==> src/rtl/present_sp_layer.sv <==
// -----------------------------------------------------------------------------
// present_sp_layer
//
// Registered PRESENT-80 substitution/permutation round layer. It provides the
// 4-bit PRESENT S-box on 16 data lanes, plus one key-schedule lane, and the
// 64-bit PRESENT bit permutation (P-layer). Both sit behind one clocked
// interface. The mode input selects bypass, S-box only, P-layer only, or
// S-box followed by P-layer.
//
// Ports:
//   clk        rising-edge clock
//   iReset_n   synchronous active-low reset
//   in_valid   capture request for idat/knib this cycle
//   mode       00 bypass, 01 S-box, 10 P-layer, 11 S-box then P-layer
//   idat       64-bit data state
//   knib       key-schedule nibble (key bits 79:76 after rotation)
//   odat       registered layer result
//   kodat      registered S-box(knib), independent of mode
//   out_valid  result valid strobe, one cycle after the in_valid sample
// -----------------------------------------------------------------------------
module present_sp_layer (
   input  logic        clk,
   input  logic        iReset_n,
   input  logic        in_valid,
   input  logic [1:0]  mode,
   input  logic [63:0] idat,
   input  logic [3:0]  knib,
   output logic [63:0] odat,
   output logic [3:0]  kodat,
   output logic        out_valid
);

   // PRESENT 4-bit S-box. The table is bijective and covers all 16 inputs.
   // The default arm is unreachable and exists only to keep the decode total.
   function automatic logic [3:0] present_sbox(input logic [3:0] x);
      logic [3:0] y;
      case (x)
         4'h0:    y = 4'hC;
         4'h1:    y = 4'h5;
         4'h2:    y = 4'h6;
         4'h3:    y = 4'hB;
         4'h4:    y = 4'h9;
         4'h5:    y = 4'h0;
         4'h6:    y = 4'hA;
         4'h7:    y = 4'hD;
         4'h8:    y = 4'h3;
         4'h9:    y = 4'hE;
         4'hA:    y = 4'hF;
         4'hB:    y = 4'h8;
         4'hC:    y = 4'h4;
         4'hD:    y = 4'h7;
         4'hE:    y = 4'h1;
         4'hF:    y = 4'h2;
         default: y = 4'h0;
      endcase
      return y;
   endfunction

   logic [63:0] s_layer_s;   // S-box applied to every nibble of idat
   logic [63:0] p_src_s;     // P-layer input: idat or s_layer_s
   logic [63:0] p_layer_s;   // permuted p_src_s
   logic [63:0] result_s;    // mode-selected combinational result
   logic [3:0]  ksbox_s;     // key-lane S-box output

   logic [63:0] odat_r;
   logic [3:0]  kodat_r;
   logic        out_valid_r;

   // Sixteen identical S-box lanes, one per nibble.
   genvar n;
   generate
      for (n = 0; n < 16; n++) begin : g_sbox
         assign s_layer_s[4*n+3:4*n] = present_sbox(idat[4*n+3:4*n]);
      end
   endgenerate

   assign ksbox_s = present_sbox(knib);

   // Choose the P-layer source: S-layer output when mode[0] requests substitution.
   always_comb begin
      p_src_s = idat;
      if (mode[0]) begin
         p_src_s = s_layer_s;
      end else begin
         p_src_s = idat;
      end
   end

   // P-layer is pure wiring. Bit 4j+k of the source lands on output bit j+16k.
   // Bit 63 (j=15, k=3) maps onto itself.
   genvar j, k;
   generate
      for (j = 0; j < 16; j++) begin : g_perm_j
         for (k = 0; k < 4; k++) begin : g_perm_k
            assign p_layer_s[j+16*k] = p_src_s[4*j+k];
         end
      end
   endgenerate

   // Mode decode of the combinational layer result.
   always_comb begin
      result_s = idat;
      case (mode)
         2'b00:   result_s = idat;
         2'b01:   result_s = s_layer_s;
         2'b10:   result_s = p_layer_s;
         2'b11:   result_s = p_layer_s;
         default: result_s = idat;
      endcase
   end

   // Output registers. Reset wins over capture. Data holds while idle, and the
   // strobe is high only in the cycle after a capture.
   always_ff @(posedge clk) begin
      if (!iReset_n) begin
         odat_r      <= 64'h0;
         kodat_r     <= 4'h0;
         out_valid_r <= 1'b0;
      end else if (in_valid) begin
         odat_r      <= result_s;
         kodat_r     <= ksbox_s;
         out_valid_r <= 1'b1;
      end else begin
         odat_r      <= odat_r;
         kodat_r     <= kodat_r;
         out_valid_r <= 1'b0;
      end
   end

   assign odat      = odat_r;
   assign kodat     = kodat_r;
   assign out_valid = out_valid_r;

endmodule

==> config.mk <==
export PLATFORM = sky130hd
export DESIGN_NAME = present_sp_layer
export DESIGN_NICKNAME = d
export VERILOG_FILES = /design/src/rtl/present_sp_layer.sv
export SDC_FILE = /design/constraint.sdc
export NUM_CORES = 1
export LEC_CHECK = 0
export CAP_MARGIN = 20
export CORE_UTILIZATION = 53
export DETAILED_ROUTE_END_ITERATION = 8
export DONT_BUFFER_PORTS = 1
export PLACE_DENSITY = 0.69
export RECOVER_POWER = 100
export SYNTH_ARGS = -nofsm -noshare
export SYNTH_HDL_FRONTEND = slang
export SYNTH_SLANG_ARGS = --single-unit
==> constraint.sdc <==
create_clock -name clk -period 1.4 [get_ports clk]
set_clock_uncertainty 0.05 [all_clocks]
set_input_delay 0.14 -clock clk [delete_from_list [all_inputs] [get_ports clk]]
set_output_delay 0.14 -clock clk [all_outputs]
set_load 0.01 [all_outputs]
==> flow_summary.toml <==
[final_layout]
drive_above_1_share_pct = 10.5
area_growth_pct = 13.1
fillers = 1071
fin_cells = 1013
fin_area_sq_mm = 0.00745
layout_commonest_cell = "ha_1"
antenna_cells = 0
nNetsFinal = 1008
final_cell_mix = "93 x ha_1, 68 x dfxtp_1, 50 x o21ai_0"

[sta]
fin_crit_sh_pct = 96.3
timing.final.crit_period_ns = 1.35
drv_slew = 0
fin_ws_ns = 0.0513
worst_pin_slew_ns = 0.554
whs_ns = -0.162
slew_headroom_pct = 63.1
hold_viol = 10
clock.fmax_ghz = 0.741
rsz0062_at_grt = "no"
setup_violations = 0

[clocking]
clk_latency_ns = 0.34
cts_made_buffers = 9
path_clk_slew_ns = 0.06
h-tree-depth = 3
cts-root-buf = "clkbuf_16"
clock-sinks = 69
cts_hold_buf = 21
clock_path_buffers = 2
cts_tree = "yes"

[die]
row_count = 40
ios = 142
initial_core_util_pct = 54.6
die_w_um = 113
die_h_um = 113
core_sq_mm = 0.0121
dieArea_sq_mm = 0.0129

[yosys]
synth_cells = 820
synthTopCellsByArea = "dfxtp_1 21%, ha_1 18%, o221ai_1 3.9%"
synthesis.nets = 987
ys_warn_count = 0
synth_area_sq_mm = 0.00659
seq_area_frac_synth_pct = 21.0
ys_ff_latch = 69
synth_flop_cell = "dfxtp_1"
synth_area_per_cell_sq_um = 8.04
synth_top_area_share_pct = 21.0
synthArstFlopShare_pct = 0
synthDistinctLibCells = 77
synth_edf_count = 0
yosysTopAreaCell = "dfxtp_1"

[drt]
vias = 6593
drtIter0Drc = 578
routedWlPerCell_um = 20.1
drc = 0
wl_um = 20300
viasPerCell = 6.51
dr.pass1.iters = 5
ant_nets = 0

[placed_design]
port_buffers = 0
gp_congestion = 0.889
placed_cells = 977
hpwlAfterDp_um = 14300
dpl_cell_area_sq_mm = 0.00694
dp_slack_ns = -0.148

[global_routing]
grt_max_degree = 106
grt_pass1_vias = 6105
grt_first_pass_wirelength_um = 31700
grt_usage_pct = 31.2
antenna_found_initial = 0
grt_overflow_total = 0

[critical_path]
worst_ep_required_time_ns = 1.63
cp_slowest_stage_delay_ns = 0.56
critical_path_class = "primary input to register"
worstPathCellList = "buf_12 > clkinvlp_4 > buf_4 > a211oi_1 > dlygate4sd3_1"
arrival_ns = 1.58
crit_path_end_kind = "register"
crit_family = "buffers and inverters"
startpoint_type = "primary input"
worst-path-buf-inv = 4
path_max_fanout = 49
cp_slowest_cell = "dlygate4sd3_1"

[power_and_ir_drop]
leakage_nw = 3.19
p_per_area_mw_per_mm2 = 842
ir_drop_uv = 471

[outcome]
violations = "hold timing"
status = "finished with violations"

[run]
drv_cap = 0

[min_path]
hold_path_class = "primary input to register"
timing repair:
action / in CTS / in global routing
setup endpoints to repair: 0 / 2
hold endpoints to repair: 67 / 9
setup buffers: 0 / 0
gates resized for setup: 0 / 3
routing by layer:
metal | GRT usage [%] | routed length (um)
met1 | 39.2 | 8470
met2 | 50.1 | 9350
met3 | 9.19 | 1970
met4 | 12.1 | 551
met5 | 0 | 0
registers in the layout, summed over array words and instances (netlist names):
signal	flops
out_valid	1
odat	64
kodat	4
through the flow:
stage / TNS (ns) / utilization, % / power (mW)
after floorplan: -0.0277 / - / 3.45
after CTS: 0 / 62.0 / 6.27
final: 0 / 61.8 / 6.27
after global routing: 0 / 61.8 / 6.55
after detailed placement: -1.37 / 57.6 / 3.74
after global placement: -0.653 / 57.6 / 3.69
final timing paths:
path,from,end,slack (ns),cells past startpoint
hold / removal,in_valid,odat[42],-0.16,1
setup reg to reg,odat[0],odat[0],0.06,3
setup / recovery,iReset_n,kodat[0],0.05,5
hold reg to reg,odat[39],odat[39],0.48,2
cell usage after synthesis (10+ instances only):
| library cell | count |
|---|---|
| ha_1 | 94 |
| dfxtp_1 | 69 |
| inv_1 | 51 |
| o21ai_0 | 50 |
| nand3_1 | 48 |
| nand2_1 | 43 |
| clkbuf_1 | 40 |
| a21oi_1 | 39 |
| nor2_1 | 39 |
| nor2b_1 | 33 |
| o221ai_1 | 29 |
| mux2i_1 | 18 |
| nand2b_1 | 18 |
| buf_2 | 17 |
| a22oi_1 | 16 |
| a211oi_1 | 13 |
| nor3_1 | 12 |
| a31oi_1 | 10 |
| o31ai_1 | 10 |
cell type report:
class	count	area, sq um	area share [%]
multi-input combinational	634	4760	63.9
tap	168	210	2.82
inverter	55	214	2.87
clock buffer	10	239	3.21
clock inverter	5	75.1	1.01
timing repair buffer	72	569	7.64
sequential	69	1380	18.6
cells by family after synthesis:
kind of cell	synth area share, %
AO/OA/AOI/OAI	29.5
XOR/XNOR	0.266
adder cells (fa/ha/maj)	17.9
buffers and inverters	7.14
flip-flops	21.0
multiplexers	4.44
AND/OR/NAND/NOR	19.9
report_power, final:
group	internal, mW	switching (mW)	leakage (nW)
Combinational	0.698	0.743	2.46
Clock	1.59	0.891	0.158
Sequential	2.13	0.219	0.571
Power figures use the tool's default switching activity.
